<file path="config.mk">
export PLATFORM = sky130hd
export DESIGN_NAME = vdp_io_sequencer
export DESIGN_NICKNAME = d
export VERILOG_FILES = /design/src/rtl/vdp_io_sequencer.sv
export SDC_FILE = /design/constraint.sdc
export NUM_CORES = 1
export LEC_CHECK = 0
export ABC_AREA = 1
export CAP_MARGIN = 10
export CELL_PAD_IN_SITES_DETAIL_PLACEMENT = 1
export CELL_PAD_IN_SITES_GLOBAL_PLACEMENT = 2
export CORE_MARGIN = 2
export CORE_UTILIZATION = 36
export CTS_CLUSTER_SIZE = 20
export DETAILED_ROUTE_END_ITERATION = 10
export PLACE_DENSITY = 0.75
export SKIP_LAST_GASP = 1
export SLEW_MARGIN = 0
export SYNTH_ARGS = -nofsm -noshare
export SYNTH_HDL_FRONTEND = slang
export SYNTH_SLANG_ARGS = --single-unit
</file>
<file path="constraint.sdc">
create_clock -name clk_w -period 2.6 [get_ports clk_w]
set_clock_uncertainty 0.2 [all_clocks]
set_input_delay 0.39 -clock clk_w [delete_from_list [all_inputs] [get_ports clk_w]]
set_output_delay 0.39 -clock clk_w [all_outputs]
set_load 0.01 [all_outputs]
</file>
<file path="src/rtl/vdp_io_sequencer.sv">
// vdp_io_sequencer
//   Turns Z80 I/O cycles on VDP ports $98-$9B into single REQ/ACK
//   transactions on the VDP CPU port. Writes are queued in a small FIFO so
//   the CPU only waits when the FIFO is full. Reads hold the CPU in WAIT
//   until every earlier write has drained and the VDP has returned data.
//
// Parameters
//   FIFO_DEPTH   write FIFO entries (power of two, >= 2)
//   ACK_TIMEOUT  cycles a request may stay outstanding before it is dropped
//
// Ports
//   clk_w, reset_n_w    clock, asynchronous active-low reset
//   csr_n, csw_n        filtered CPU read/write strobes (asynchronous)
//   port_sel, cpu_data  VDP port number and write data of the CPU cycle
//   vdp_dbi, vdp_ack    VDP read data and one-cycle completion pulse
//   vdp_req, vdp_wrt,
//   vdp_adr, vdp_dbo    outstanding request (held until ack or timeout)
//   rd_data             last read result
//   cpu_wait_n          Z80 WAIT, active-low
//   fifo_level          number of queued writes
//   overflow            sticky: a write was lost
//   timeout_err         sticky: a request was abandoned
module vdp_io_sequencer #(
  parameter int FIFO_DEPTH  = 4,
  parameter int ACK_TIMEOUT = 255
) (
  input  logic                          clk_w,
  input  logic                          reset_n_w,
  input  logic                          csr_n,
  input  logic                          csw_n,
  input  logic [1:0]                    port_sel,
  input  logic [7:0]                    cpu_data,
  input  logic [7:0]                    vdp_dbi,
  input  logic                          vdp_ack,
  output logic                          vdp_req,
  output logic                          vdp_wrt,
  output logic [1:0]                    vdp_adr,
  output logic [7:0]                    vdp_dbo,
  output logic [7:0]                    rd_data,
  output logic                          cpu_wait_n,
  output logic [$clog2(FIFO_DEPTH):0]   fifo_level,
  output logic                          overflow,
  output logic                          timeout_err
);

  localparam int AW = $clog2(FIFO_DEPTH);
  localparam int LW = AW + 1;
  localparam int TW = $clog2(ACK_TIMEOUT + 1);

  typedef enum logic [1:0] {
    ST_IDLE,
    ST_WR_REQ,
    ST_RD_REQ
  } state_t;

  state_t          state;
  logic [TW-1:0]   tmo_cnt;

  logic            csr_s1, csr_s2, csr_s3;
  logic            csw_s1, csw_s2, csw_s3;

  logic            wr_pending;
  logic            rd_pending;
  logic [1:0]      rd_port;

  logic [9:0]      fifo_mem [FIFO_DEPTH];
  logic [AW:0]     wr_ptr;
  logic [AW:0]     rd_ptr;
  logic [9:0]      fifo_head;

  logic            rd_start, wr_start;
  logic            rd_start_ok, wr_start_ok;
  logic            fifo_empty, fifo_full;
  logic            pop, push, slot_free, wr_drop;
  logic            tmo_hit, rd_done;
  logic            wr_pending_nxt, rd_pending_nxt;

  // Start events: synchronised strobe has just gone low.
  always_comb begin
    rd_start    = csr_s3 & ~csr_s2;
    wr_start    = csw_s3 & ~csw_s2;
    // Both strobes starting together cannot be a real CPU cycle; drop both.
    rd_start_ok = rd_start & ~wr_start;
    wr_start_ok = wr_start & ~rd_start;

    fifo_empty  = (wr_ptr == rd_ptr);
    fifo_full   = (wr_ptr[AW] != rd_ptr[AW]) &&
                  (wr_ptr[AW-1:0] == rd_ptr[AW-1:0]);
    fifo_head   = fifo_mem[rd_ptr[AW-1:0]];

    pop         = (state == ST_IDLE) && !fifo_empty;
    // A pop on the same edge frees the slot the push needs.
    slot_free   = !fifo_full || pop;
    push        = (wr_start_ok || wr_pending) && slot_free;
    // Writer gave up (strobe high again) before a slot opened.
    wr_drop     = wr_pending && !slot_free && csw_s2;

    tmo_hit     = (state != ST_IDLE) && !vdp_ack &&
                  (tmo_cnt == TW'(ACK_TIMEOUT - 1));
    rd_done     = (state == ST_RD_REQ) && (vdp_ack || tmo_hit);

    wr_pending_nxt = wr_pending;
    if (push || wr_drop)
      wr_pending_nxt = 1'b0;
    else if (wr_start_ok)
      wr_pending_nxt = 1'b1;

    rd_pending_nxt = rd_pending;
    if (rd_start_ok)
      rd_pending_nxt = 1'b1;
    else if (rd_done)
      rd_pending_nxt = 1'b0;
  end

  // Stage: strobe synchronisers, pending flags, WAIT, FIFO pointers/level
  always_ff @(posedge clk_w or negedge reset_n_w) begin
    if (!reset_n_w) begin
      csr_s1     <= 1'b1;
      csr_s2     <= 1'b1;
      csr_s3     <= 1'b1;
      csw_s1     <= 1'b1;
      csw_s2     <= 1'b1;
      csw_s3     <= 1'b1;
      wr_pending <= 1'b0;
      rd_pending <= 1'b0;
      rd_port    <= 2'd0;
      cpu_wait_n <= 1'b1;
      overflow   <= 1'b0;
      wr_ptr     <= '0;
      rd_ptr     <= '0;
      fifo_level <= '0;
    end else begin
      csr_s1     <= csr_n;
      csr_s2     <= csr_s1;
      csr_s3     <= csr_s2;
      csw_s1     <= csw_n;
      csw_s2     <= csw_s1;
      csw_s3     <= csw_s2;
      wr_pending <= wr_pending_nxt;
      rd_pending <= rd_pending_nxt;
      cpu_wait_n <= !(wr_pending_nxt || rd_pending_nxt);
      if (rd_start_ok)
        rd_port <= port_sel;
      if (wr_drop)
        overflow <= 1'b1;
      if (push)
        wr_ptr <= wr_ptr + 1'b1;
      if (pop)
        rd_ptr <= rd_ptr + 1'b1;
      case ({push, pop})
        2'b10:   fifo_level <= fifo_level + LW'(1);
        2'b01:   fifo_level <= fifo_level - LW'(1);
        default: fifo_level <= fifo_level;
      endcase
    end
  end

  // Stage: FIFO storage (port_sel/cpu_data are stable for the whole CPU cycle)
  always_ff @(posedge clk_w) begin
    if (push)
      fifo_mem[wr_ptr[AW-1:0]] <= {port_sel, cpu_data};
  end

  // Stage: dispatcher FSM with registered VDP request outputs
  always_ff @(posedge clk_w or negedge reset_n_w) begin
    if (!reset_n_w) begin
      state       <= ST_IDLE;
      tmo_cnt     <= '0;
      vdp_req     <= 1'b0;
      vdp_wrt     <= 1'b0;
      vdp_adr     <= 2'd0;
      vdp_dbo     <= 8'h00;
      rd_data     <= 8'hFF;
      timeout_err <= 1'b0;
    end else begin
      case (state)
        ST_IDLE: begin
          // Queued writes go first so a read never overtakes them.
          if (!fifo_empty) begin
            vdp_adr <= fifo_head[9:8];
            vdp_dbo <= fifo_head[7:0];
            vdp_wrt <= 1'b1;
            vdp_req <= 1'b1;
            tmo_cnt <= '0;
            state   <= ST_WR_REQ;
          end else if (rd_pending) begin
            vdp_adr <= rd_port;
            vdp_wrt <= 1'b0;
            vdp_req <= 1'b1;
            tmo_cnt <= '0;
            state   <= ST_RD_REQ;
          end
        end
        ST_WR_REQ, ST_RD_REQ: begin
          if (vdp_ack) begin
            vdp_req <= 1'b0;
            state   <= ST_IDLE;
            if (state == ST_RD_REQ)
              rd_data <= vdp_dbi;
          end else if (tmo_hit) begin
            // Abandon: a write is lost, a read returns all-ones.
            vdp_req     <= 1'b0;
            timeout_err <= 1'b1;
            state       <= ST_IDLE;
            if (state == ST_RD_REQ)
              rd_data <= 8'hFF;
          end else begin
            tmo_cnt <= tmo_cnt + TW'(1);
          end
        end
        default: begin
          vdp_req <= 1'b0;
          state   <= ST_IDLE;
        end
      endcase
    end
  end

endmodule

</file>
## Yosys cells after proc, flatten, opt, wreduce, memory -nomap -nowiden

Memories as Yosys holds them, arrays and structs flattened.
Index checks and enable logic that the tools add are counted.

- Add/sub/neg operators: 5
- Equal/unequal tests: 13
- Multiplexer cells: 30
- Bitwise gates (word level): 10
- Reductions and logical operators: 30

Operators by type and width:

| cell | count |
|---|---|
| $mux W8 | 8 |
| $pmux W8 S2 | 1 |
| $mux W1 | 12 |
| $mux W2 | 6 |
| $add A3 B1 Y3 const B | 3 |
| $add A8 B1 Y8 const B | 1 |
| $eq A8 B8 Y1 const B | 1 |
| $logic_and A1 B1 Y1 | 8 |
| $reduce_bool A2 Y1 | 4 |
| $ne A2 B2 Y1 const B | 3 |
| $ne A3 B3 Y1 const B | 2 |
| $not A1 Y1 | 6 |
| $pmux W3 S2 | 1 |
| $reduce_and A2 Y1 | 3 |
| $reduce_and A3 Y1 | 2 |
| $logic_not A1 Y1 | 5 |
| $logic_or A1 B1 Y1 | 5 |
| $and A1 B1 Y1 | 4 |
| $eq A2 B1 Y1 const B | 2 |
| $eq A2 B2 Y1 const B | 2 |
| $pmux W2 S2 | 1 |
| $reduce_and A4 Y1 | 1 |
| $eq A3 B3 Y1 | 1 |
| $sub A3 B1 Y3 const B | 1 |
| 5 further kinds | 5 |

- Register bits after elaboration: 52
- Bits in writable memories: 40
- Bits of input ports: 23
- Logic and storage cells: 111
- Memories kept: 1

Memories:

| memory | words | bits a word | read ports | clocked after Yosys merged registers in | wr ports | line | source |
|---|---|---|---|---|---|---|---|
| fifo_mem | 4 | 10 | 1 | 0 | 1 | 66 | `logic [9:0] fifo_mem [FIFO_DEPTH];` |

## Logic depth before layout (Yosys ltp)

Gate-level depths: netlist of run 1.

- Word-level depth: 11
- Depth in mapped cells: 13
- Depth with buffers taken out: 13

## Least setup slack after synthesis of run 1

No wires, ideal clock.

- Path kind: flip-flop to flip-flop
- Start: reg state[0]
- End: mem fifo_mem[3][0], enable pin
- Setup time: 379 ps
- Data arrival time: 1548 ps
- Data required time: 2021 ps
- Setup slack: 473 ps
- Cell stages (with the launch flop): 8
- Cell sequence: dfrtp_1 inv_1 ha_1 buf_2 nor2_1 nand2_1 nand2_2 nor2_1

- Cells in the longest elaborated chain, start to end: 6

RTL lines:

| element | line | source |
|---|---|---|
| start, declared | 56 | `state_t state;` |
| start signal, assigned | 167 | `state <= ST_IDLE;` |
| start signal, assigned | 185 | `state <= ST_WR_REQ;` |
| start signal, assigned | 191 | `state <= ST_RD_REQ;` |
| $logic_not A2 Y1 | 91 | `pop = (state == ST_IDLE) && !fifo_empty;` |
| $logic_and A1 B1 Y1 | 91 |  |
| $logic_or A1 B1 Y1 | 93 | `slot_free = !fifo_full \|\| pop;` |
| $logic_and A1 B1 Y1 | 94 | `push = (wr_start_ok \|\| wr_pending) && slot_free;` |
| $mux W1 | 160 | `if (push)` |
| $mux W1 (not written as such) | 161 | `fifo_mem[wr_ptr[AW-1:0]] <= {port_sel, cpu_data};` |
| end, declared | 66 |  |

No other way between the ends.

## Worst setup path after layout of run 1

- Start: reg wr_ptr[1]
- End: reg fifo_level[2]

- Cells in the longest elaborated chain, start to end: 7
- Elaborated cells between the ends (all ways): 12
- Classes of those cells: 4 x eq/ne; 1 x mux; 7 x reduce/logical

RTL lines:

| element | line | source |
|---|---|---|
| start, declared | 67 | `logic [AW:0] wr_ptr;` |
| start signal, assigned | 147 | `wr_ptr <= wr_ptr + 1'b1;` |
| $eq A3 B3 Y1 / $eq A2 B2 Y1 (equally long branches) | 86, 88 |  |
| $logic_not A1 Y1 / $logic_and A1 B1 Y1 (equally long branches) | - |  |
| $logic_and A1 B1 Y1 / $logic_not A1 Y1 (equally long branches) | 91, 93 |  |
| $logic_or A1 B1 Y1 | 93 |  |
| $logic_and A1 B1 Y1 | 94 |  |
| $eq A2 B1 Y1 / $eq A2 B2 Y1 (equally long branches) | 150 | `case ({push, pop})` |
| $pmux W3 S2 / $reduce_bool A2 Y1 (equally long branches) | - |  |
| end signal, assigned | 151 | `2'b10: fifo_level <= fifo_level + LW'(1);` |
| end signal, assigned | 152 | `2'b01: fifo_level <= fifo_level - LW'(1);` |
| end signal, assigned | 153 | `default: fifo_level <= fifo_level;` |
| end, declared | 41 | `output logic [$clog2(FIFO_DEPTH):0] fifo_level,` |

Several ways; a longest one is shown, not always the timed one.
A chain may end at the register's enable or synchronous reset.

==> results of run 1 <==
## cell families (layout without fill, tap and decap cells)
kind of cell | count (synthesis) | after routing | synth area share
compound gates | 61 | 61 | 0.0832
xor+xnor | 7 | 7 | 0.0153
fa+ha+maj | 10 | 10 | 0.0332
buf+inv | 41 | 109 | 0.0419
flops | 92 | 92 | 0.630
mux | 8 | 8 | 0.0272
simple gates | 151 | 151 | 0.169
## power by group through the flow
stage	clock, mW	combinational, mW	sequential [mW]
6_report	0.868	2.43	2.16
5_1_grt	0.936	2.73	2.22
4_1_cts	0.896	2.47	2.17
3_5_place_dp	0	2.46	2.20
3_3_place_gp	0	2.40	2.18
2_1_floorplan	0	1.48	2.25
## cell type report
type,instances,share of cell area
Sequential cell,92,0.518
Tap cell,140,0.0360
Timing Repair Buffer,61,0.118
Inverter,32,0.0247
Clock buffer,11,0.0270
Multi-Input combinational cell,237,0.269
Clock inverter,5,0.00771
## metal layers
metal / vias up / routed length (um) / track usage
met5: - / 0 / 0
met4: 0 / 84 / 0.0542
met3: 5 / 303 / 0.0368
met2: 41 / 4090 / 0.259
met1: 1364 / 4220 / 0.208
li1: 1355 / - / -
## worst max-delay path: stages (launching register included)
cell and delay, ps:
dfrtp_1 440, inv_1 160, nand2_1 80, nand2_1 100, nand3_4 120, nand3_1 200, inv_1 80, fa_1 390
inv_1 70, nand2_1 60, nand3_1 90, nand2_1 50
## flip-flops by register name, summed over array words and instances, names as in the netlist, 2 cells and up
signal and count:
wr_ptr 3, fifo_mem 40, fifo_level 3, vdp_dbo 8, vdp_adr 2, rd_port 2
tmo_cnt 8, rd_data 8, rd_ptr 3, state 2
## worst paths after layout
| path | start | endpoint | cells past startpoint | slack (ps) |
|---|---|---|---|---|
| min in group asynchronous | reset_n_w | vdp_adr[1]$_DFFE_PN0P_ | 2 | 320 |
| hold reg to reg | csr_s1$_DFF_PN1_ | csr_s2$_DFF_PN1_ | 0 | 160 |
| setup reg to reg | wr_ptr[1]$_DFFE_PN0P_ | fifo_level[2]$_DFFE_PN0P_ | 11 | 450 |
| setup / recovery | wr_ptr[1]$_DFFE_PN0P_ | fifo_level[2]$_DFFE_PN0P_ | 11 | 450 |
| max in group asynchronous | reset_n_w | csr_s1$_DFF_PN1_ | 3 | 1180 |
| hold / removal | csr_s1$_DFF_PN1_ | csr_s2$_DFF_PN1_ | 0 | 160 |
## placed cells by master, fill, tap and decap left out, types with 3 or more instances in the layout
cell type	instances
nand3_1	18
buf_4	12
dfrtp_1	37
o21ai_0	39
clkbuf_8	9
ha_1	9
dfstp_2	15
nand2_1	74
inv_1	30
mux2_2	3
edfxtp_1	40
clkdlybuf4s50_1	47
a21oi_1	8
mux2_4	5
xor2_1	5
o22ai_1	8
nor2_1	44
nand2_2	3
## what timing repair did
item,CTS,global route
endpoints found under the hold margin,15,0
resized for setup,0,0
hold buffers,1,0
setup endpoints to repair,0,0
buffers inserted,0,0
## metrics by stage
stage | cells | instance area (sq um) | hold WS [ps]
floorplan | 370 | 4000 | -106
global placement | 561 | 4690 | 146
detailed placement | 561 | 4690 | 147
CTS | 578 | 4870 | 160
global route | 578 | 4870 | 163
finish | 578 | 4870 | 159
## synthesized netlist by cell type, types with 5 or more instances
library cell and number:
nand2_1 74, nor2_1 44, edfxtp_1 40, o21ai_0 39, dfrtp_1 37, inv_1 30
nand3_1 18, dfstp_2 15, ha_1 9, a21oi_1 8, o22ai_1 8, clkbuf_1 5
mux2_4 5, xor2_1 5
==> summary.md, run 1 <==
| Metric | Value |
|---|---|
| Num CTS Buffers | `9` |
| Area share of the largest cell type after synthesis | `0.300` |
| GR Util All Layers | `0.159` |
| Primary FF master, synth | `edfxtp_1` |
| Die area | `12000 sq um` |
| P per Cell Area | `1120 nW/um^2` |
| Syn Area/Cell | `10.8 sq um` |
| Worst setup EP type | `flip-flop` |
| Chip Width | `109 um` |
| Initial core utilization | `0.369` |
| Sequential cell area fraction in the yosys report | `0.630` |
| Fin crit share | `0.827` |
| Reg clk slew, reported paths | `90 ps` |
| P_leak | `2.05 nW` |
| CTS H-tree lvls | `3` |
| RSZ-0062 raised after global routing | `false` |
| CTS tree | `yes` |
| Post-layout worst setup margin | `451 ps` |
| Top cell type by total area after synthesis | `edfxtp_1` |
| Antenna Cells | `0` |
| Layout cells sized above 1 | `0.148` |
| Synth Register Bits | `92` |
| Unique masters post-synth | `36` |
| First-pass GRT wire length | `14300 um` |
| Via density | `4.78` |
| CP Class | `flip-flop to flip-flop` |
| Switching share of power | `0.386` |
| Syn-to-layout area delta | `21.8%` |
| Status | `complete, no violations` |
| Die Height | `109 um` |
| CORE AREA | `10800 sq um` |
| Async SR Flop Fraction | `0.565` |
| Placer Congestion | `0.754` |
| Grt ovf | `0` |
| Final Hold Viols | `0` |
| Design Power | `5.45 mW` |
| I/O pin total | `49` |
| DR WL/cell | `15.1 um` |
| Top post-synthesis cells by area | `edfxtp_1, dfrtp_1, dfstp_2` |
| Worst path required time | `2660 ps` |
| Max_slew headroom | `0.645` |
| Warnings, synthesis | `0` |
| Setup TNS | `0 ps` |
| MaxCap Viol Count | `0` |
| Worst Hold Class | `flip-flop to flip-flop` |
| Post-synthesis instance area | `4000 sq um` |
| CP arrival | `2210 ps` |
| Combinational Power Share | `0.445` |
| P_sw | `2.10 mW` |
| Final wirelength | `8700 um` |
| Cell Rows | `38` |
| Flop pwr share | `0.396` |
| Clock Latency Late Sink | `360 ps` |
| Post-synth EDFFs | `40` |
| Vias post-DR | `2765` |
| Pre-CTS setup slack | `433 ps` |
| Clock Tree Buf Depth | `2` |
| Register area | `2520 sq um` |
| Final setup violating endpoints | `0` |
| CTS Sinks | `92` |
| Cells after synthesis | `370` |
| Internal power | `3.35 mW` |
| DRT Pass-1 Iters | `4` |
| Port Buffers | `48` |
| Utilization after layout | `0.449` |
| Final HPWL from detailed placement | `6230 um` |
| Fmax | `465 MHz` |
| Largest net degree at the start of global routing | `22` |
| Maximum vdd drop | `0.000390 V` |
| Initial antenna violation count | `0` |
| Cell chosen for the clock root | `clkbuf_8` |
| Post-route ant nets | `0` |
| Slew of the pin with the lowest slew margin | `533 ps` |
| Clock share of power | `0.159` |
| Syn_nets | `403` |
| Vias in the first global route | `2972` |
| FILL cells | `1224` |
| Final #Nets | `466` |
| Max FO, Critical Path | `6` |
| Residual DRC | `0` |
| Multi-input logic area | `1310 sq um` |
| Crit start category | `flip-flop` |
| Pins over their slew limit | `0` |
| Post-layout min period | `2150 ps` |
| DR iter-0 viols | `53` |
Power figures use the tool's default switching activity.
==> run 2: changes to the inputs <==
--- a/config.mk
+++ b/config.mk
@@ -10,10 +10,10 @@
 export CELL_PAD_IN_SITES_DETAIL_PLACEMENT = 1
 export CELL_PAD_IN_SITES_GLOBAL_PLACEMENT = 2
 export CORE_MARGIN = 2
-export CORE_UTILIZATION = 36
+export CORE_UTILIZATION = 33
 export CTS_CLUSTER_SIZE = 20
 export DETAILED_ROUTE_END_ITERATION = 10
-export PLACE_DENSITY = 0.75
+export PLACE_DENSITY = 0.72
 export SKIP_LAST_GASP = 1
 export SLEW_MARGIN = 0
 export SYNTH_ARGS = -nofsm -noshare
==> constraint.sdc (replaced) <==
create_clock -name clk_w -period 1.8 [get_ports clk_w]
set_clock_uncertainty 0.2 [all_clocks]
set_input_delay 0.27 -clock clk_w [delete_from_list [all_inputs] [get_ports clk_w]]
set_output_delay 0.27 -clock clk_w [all_outputs]
set_load 0.01 [all_outputs]
==> run 2 against run 1 <==
The flow now finishes with violations (setup timing); critical path depth shrank 3; clock power grew 140%; non-clock buffer count grew 34; final cell count grew 7.3%; sequential share of layout area shrank 6.2 points; largest power group unchanged.
==> summary.md, run 2 (synthesis gave the netlist of run 1 again) <==
| Metric | Value |
|---|---|
| MaxCap Viol Count | `0 (unchanged)` |
| CTS tree | `yes` |
| CP arrival | `1690 ps (-520 ps)` |
| I/O pin total | `49 (unchanged)` |
| Final HPWL from detailed placement | `6400 um (+2.6%)` |
| Pre-CTS setup slack | `-92.7 ps (-525 ps)` |
| Cell chosen for the clock root | `clkbuf_16` |
| Cell Rows | `40 (+5.3%)` |
| Post-layout min period | `1830 ps (-322 ps)` |
| Max_slew headroom | `0.787 (+0.143)` |
| Layout cells sized above 1 | `0.279 (+0.131)` |
| Reg clk slew, reported paths | `60 ps (-30 ps)` |
| Worst path required time | `1670 ps (-990 ps)` |
| Fin crit share | `1.02 (+0.188)` |
| Final setup violating endpoints | `5 (+5)` |
| Largest net degree at the start of global routing | `53 (+140%)` |
| Placer Congestion | `0.772 (+2.4%)` |
| GR Util All Layers | `0.154 (-0.00496)` |
| Worst-case hold slack | `137 ps (-22.7 ps)` |
| Chip Width | `114 um (+4.3%)` |
| Worst Hold Class | `input pin to flip-flop` |
| Die area | `13000 sq um (+8.7%)` |
| FILL cells | `1276 (+4.2%)` |
| Pins over their slew limit | `0 (unchanged)` |
| Critical R2R Launch | `csr_s2$_DFF_PN1_` |
| Via density | `4.75 (-0.77%)` |
| Max reg flops | `40 (unchanged)` |
| Grt ovf | `0 (unchanged)` |
| DR iter-0 viols | `88 (+66%)` |
| Status | `finished, violations left` |
| Final #Nets | `501 (+7.5%)` |
| Initial antenna violation count | `0 (unchanged)` |
| Commonest non-fill, non-tap cells in the layout | `nand2_1, edfxtp_1, nor2_1` |
| Num CTS Buffers | `9 (unchanged)` |
| Maximum vdd drop | `0.000682 V (+75%)` |
| Max FO, Critical Path | `5 (-1)` |
| P_leak | `2.38 nW (+16%)` |
| Commonest non-fill, non-tap cell in the layout | `nand2_1` |
| Die Height | `114 um (+4.3%)` |
| R2R Path End | `fifo_mem[3][3]$_DFFE_PP_` |
| CORE AREA | `11900 sq um (+9.9%)` |
| RSZ-0062 raised after global routing | `true` |
| Reg-to-reg setup timing slack | `-30 ps (-480 ps)` |
| Worst setup endpoint | `fifo_mem[3][3]$_DFFE_PP_` |
| Port Buffers | `48 (unchanged)` |
| CTS H-tree lvls | `3 (unchanged)` |
| Slew of the pin with the lowest slew margin | `319 ps (-213 ps)` |
| Setup TNS | `-112 ps (-112 ps)` |
| Post-layout worst setup margin | `-27.0 ps (-478 ps)` |
| Crit path from | `csr_s2$_DFF_PN1_` |
| Residual DRC | `0 (unchanged)` |
| Violations in the final reports | `setup timing` |
| CP Class | `flip-flop to flip-flop` |
| Clock Tree Buf Depth | `2 (unchanged)` |
| Worst setup EP type | `flip-flop` |
| Initial core utilization | `0.336 (-0.0332)` |
| Antenna Cells | `0 (unchanged)` |
| P per Cell Area | `1760 nW/um^2 (+57%)` |
| Crit start category | `flip-flop` |
| Vias in the first global route | `3077 (+3.5%)` |
| DR WL/cell | `15.3 um (+1.7%)` |
| Syn-to-layout area delta | `38.5%` |
| Clock Latency Late Sink | `350 ps (about the same)` |
| Post-route ant nets | `0 (unchanged)` |
| DRT Pass-1 Iters | `4 (unchanged)` |
| Vias post-DR | `2943 (+6.4%)` |
| Final Hold Viols | `0 (unchanged)` |
| First-pass GRT wire length | `15200 um (+6.4%)` |
| Design Power | `9.76 mW (+79%)` |
| Final wirelength | `9490 um (+9.1%)` |
| CTS Sinks | `92 (unchanged)` |
| Fmax | `547 MHz (+18%)` |
| Worst reg-to-reg path cell count | `8 (-3)` |
[run 2: how the worst min path moves through the flow]
| stage | slack (ps) | end | from | depth (start not counted) |
|---|---|---|---|---|
| global placement | 90 | vdp_dbo[0]$_DFFE_PN0P_ | reset_n_w | 2 |
| global route | 130 | csr_s1$_DFF_PN1_ | csr_n | 1 |
| finish | 140 | csw_s1$_DFF_PN1_ | csw_n | 1 |
| detailed placement | 100 | vdp_dbo[0]$_DFFE_PN0P_ | reset_n_w | 2 |
| CTS | 120 | csw_s1$_DFF_PN1_ | csw_n | 1 |
| floorplan | -230 | fifo_level[0]$_DFFE_PN0P_ | reset_n_w | 0 |
[run 2: area by class of cell]
| cell class | count | area, sq um | area share |
|---|---|---|---|
| sequential | 92 | 2520 | 0.455 |
| multi-input combinational | 238 | 1450 | 0.262 |
| timing repair buffer | 95 | 930 | 0.168 |
| clock buffer | 10 | 239 | 0.0431 |
| tap | 147 | 184 | 0.0332 |
| inverter | 32 | 123 | 0.0221 |
| clock inverter | 6 | 93.8 | 0.0169 |
[run 2: power by group]
part,switching (mW),total (mW),internal [mW]
combinational,2.34,4.53,2.19
sequential,0.302,3.12,2.82
clock,0.834,2.11,1.27
[run 2: worst max-delay path, stage by stage (launching register included)]
cell,delay [ps]
dfstp_2,540
inv_2,40
nand2_2,60
nand3_2,60
nand2_2,80
buf_4,140
nand2_8,80
nor2_4,170
clkbuf_16,180
[run 2: what timing repair did]
action                                  in CTS  in global routing
cloned                                       0                  2
gates resized for setup                     17                 26
endpoints found under the hold margin       47                  0
buffers inserted                             3                  7
pin swaps                                    2                  8
endpoints found under the setup margin      69                 66
hold buffers                                 1                  0
[run 2: per-stage QoR]
step,instances,area (sq um),util
2_1_floorplan,370,4060,-
5_1_grt,620,5540,0.465
3_3_place_gp,591,5020,0.421
6_report,620,5540,0.465
4_1_cts,611,5390,0.453
3_5_place_dp,591,5020,0.421
[run 2: layer usage]
| metal | track usage | share of wire |
|---|---|---|
| met1 | 0.194 | 0.45 |
| met5 | 0 | 0 |
| met2 | 0.253 | 0.50 |
| met3 | 0.0328 | 0.031 |
| met4 | 0.0732 | 0.019 |
==> run 3: changes to the inputs <==
--- a/config.mk
+++ b/config.mk
@@ -14,6 +14,7 @@
 export CTS_CLUSTER_SIZE = 20
 export DETAILED_ROUTE_END_ITERATION = 10
 export PLACE_DENSITY = 0.72
+export SKIP_CTS_REPAIR_TIMING = 1
 export SKIP_LAST_GASP = 1
 export SLEW_MARGIN = 0
 export SYNTH_ARGS = -nofsm -noshare
==> run 3 against run 2 <==
The flow still finishes with violations (setup timing); power up 0.89%; highest routed layer unchanged; non-clock buffer count up 1; combinational power up 2%; final cell count up 0.16%; die area unchanged; sequential cell count unchanged; wire length up 0.66%.
==> summary.md, run 3 (synthesis gave the netlist of run 1 again) <==
| Metric | Value |
|---|---|
| Switching share of power | `0.356 (about the same)` |
| DR iter-0 viols | `103 (+17%)` |
| Internal power | `6.33 mW (+0.90%)` |
| Port Buffers | `48 (unchanged)` |
| Final setup violating endpoints | `7 (+2)` |
| Post-layout min period | `1830 ps (+7.68 ps)` |
| Cell chosen for the clock root | `clkbuf_16` |
| Worst Hold Class | `input pin to flip-flop` |
| Antenna Cells | `0 (unchanged)` |
| Max FO, Critical Path | `2 (-3)` |
| DRT Pass-1 Iters | `4 (unchanged)` |
| Vias in the first global route | `3042 (-1.1%)` |
| Largest net degree at the start of global routing | `53 (unchanged)` |
| Die Height | `114 um (unchanged)` |
| Final Hold Viols | `0 (unchanged)` |
| Via density | `4.76 (+0.21%)` |
| GR Util All Layers | `0.153 (-0.000681)` |
| CP arrival | `1880 ps (+190 ps)` |
| Violations in the final reports | `setup timing` |
| DR WL/cell | `15.4 um (+0.50%)` |
| CTS Sinks | `92 (unchanged)` |
| Reg clk slew, reported paths | `70 ps (about the same)` |
| Post-layout worst setup margin | `-34.7 ps (-7.68 ps)` |
| Commonest non-fill, non-tap cells in the layout | `nand2_1, edfxtp_1, nor2_1` |
| Slew of the pin with the lowest slew margin | `316 ps (-2.85 ps)` |
| Max_slew headroom | `0.789 (+0.00190)` |
| Maximum vdd drop | `0.000682 V (about the same)` |
| Metal3 WL | `305 um (+2.7%)` |
| Pins over their slew limit | `0 (unchanged)` |
| Clock Tree Buf Depth | `2 (unchanged)` |
| Layout cells sized above 1 | `0.281 (+0.00152)` |
| Crit start category | `flip-flop` |
| Clock share of power | `0.214 (-0.002)` |
| Cell Rows | `40 (unchanged)` |
| P per Cell Area | `1760 nW/um^2 (about the same)` |
| Final HPWL from detailed placement | `6400 um (unchanged)` |
| Clock Latency Late Sink | `350 ps (about the same)` |
| Post-Layout Cell Count | `621 (+0.16%)` |
| FILL cells | `1281 (+0.39%)` |
| CP Class | `flip-flop to flip-flop` |
| Initial antenna violation count | `0 (unchanged)` |
| I/O pin total | `49 (unchanged)` |
| Post-route ant nets | `0 (unchanged)` |
| DP Cell Count | `591 (unchanged)` |
| P_sw | `3.51 mW (+0.87%)` |
| Pre-CTS setup slack | `-92.7 ps (unchanged)` |
| CTS tree | `yes` |
| MaxCap Viol Count | `0 (unchanged)` |
| Flop pwr share | `0.317 (-0.003)` |
| Final #Nets | `502 (+0.20%)` |
| Metal2 WL | `4750 um (+0.72%)` |
| Fin crit share | `1.02 (+0.00427)` |
| Reg-to-reg setup timing slack | `-30 ps (about the same)` |
| Placer Congestion | `0.772 (unchanged)` |
| P_leak | `2.47 nW (+3.7%)` |
| Die area | `13000 sq um (unchanged)` |
| Grt ovf | `0 (unchanged)` |
| Syn-to-layout area delta | `39.7%` |
| Vias post-DR | `2954 (+0.37%)` |
| DRT met1 WL | `4320 um (+0.47%)` |
| Commonest non-fill, non-tap cell in the layout | `nand2_1` |
| CTS H-tree lvls | `3 (unchanged)` |
| Combinational Power Share | `0.468 (+0.004)` |
| Worst setup EP type | `flip-flop` |
| Top routing layer in use | `met4` |
| RSZ-0062 raised after global routing | `true` |
| Max reg flops | `40 (unchanged)` |
| CORE AREA | `11900 sq um (unchanged)` |
| Status | `finished, violations left` |
| Residual DRC | `0 (unchanged)` |
| First-pass GRT wire length | `15200 um (-0.59%)` |
| Chip Width | `114 um (unchanged)` |
| Fmax | `545 MHz (-0.42%)` |
| Num CTS Buffers | `9 (unchanged)` |
| Final wirelength | `9560 um (+0.66%)` |
| Worst path required time | `1840 ps (+170 ps)` |
| Initial core utilization | `0.336 (unchanged)` |
## run 3: changes by cell type in the layout (fill, tap and decap cells not counted), sizes merged
cell and delta:
buf +1, clkdlybuf4s50 +1, dlygate4sd2 -10, dlymetal6s2s +9
## run 3: power by group through the flow
stage / registers (mW) / clock network (mW) / logic [mW]
floorplan: 3.25 / 0 / 2.24
finish: 3.12 / 2.11 / 4.61
CTS: 3.15 / 2.16 / 4.23
global route: 3.19 / 2.24 / 5.09
global placement: 3.16 / 0 / 4.11
detailed placement: 3.18 / 0 / 4.21
## run 3: worst max-delay path, cell delays in order (launching register included)
cell and delay (ps):
dfstp_2 540, inv_2 40, nand2_2 60, nand3_2 60, nand2_2 80, inv_2 50
nand3_4 60, inv_2 50, fa_2 370, nand2_2 70, nand2_1 50, nand2_1 50
nand2_1 50
## run 3: path summary, 6_finish.rpt
check | cells after the start | startpoint | to
setup / recovery | 12 | csr_s2$_DFF_PN1_ | fifo_level[2]$_DFFE_PN0P_
hold / removal | 1 | csw_n | csw_s1$_DFF_PN1_
setup reg to reg | 12 | csr_s2$_DFF_PN1_ | fifo_level[2]$_DFFE_PN0P_
hold reg to reg | 0 | csw_s1$_DFF_PN1_ | csw_s2$_DFF_PN1_
max in group asynchronous | 3 | reset_n_w | csr_s3$_DFF_PN1_
min in group asynchronous | 3 | reset_n_w | vdp_dbo[5]$_DFFE_PN0P_
## run 3: metal layers
metal / track usage / vias up
met5: 0 / -
met4: 0.0732 / 0
met3: 0.0334 / 14
met2: 0.250 / 41
met1: 0.194 / 1459
li1: - / 1440
## run 3: layout make-up
cell class,count,area (sq um),share of cell area
flip-flops and latches,92,2520,0.451
multi-input cells,238,1450,0.260
repair buffers,96,972,0.174
clock buffers,10,239,0.0428
well taps,147,184,0.0329
inverters,32,123,0.0219
clock inverters,6,93.8,0.0168
## run 3: through the flow
stage / hold slack [ps] / TNS (ps) / instance area [sq um] / power, mW / util
floorplan: -226 / -2.47 / 4060 / 5.50 / -
global placement: 94.8 / -676 / 5020 / 7.27 / 0.421
detailed placement: 97.6 / -1470 / 5020 / 7.40 / 0.421
CTS: -281 / -2530 / 5350 / 9.54 / 0.449
global route: 132 / -1390 / 5590 / 10.5 / 0.469
finish: 135 / -190 / 5590 / 9.84 / 0.469
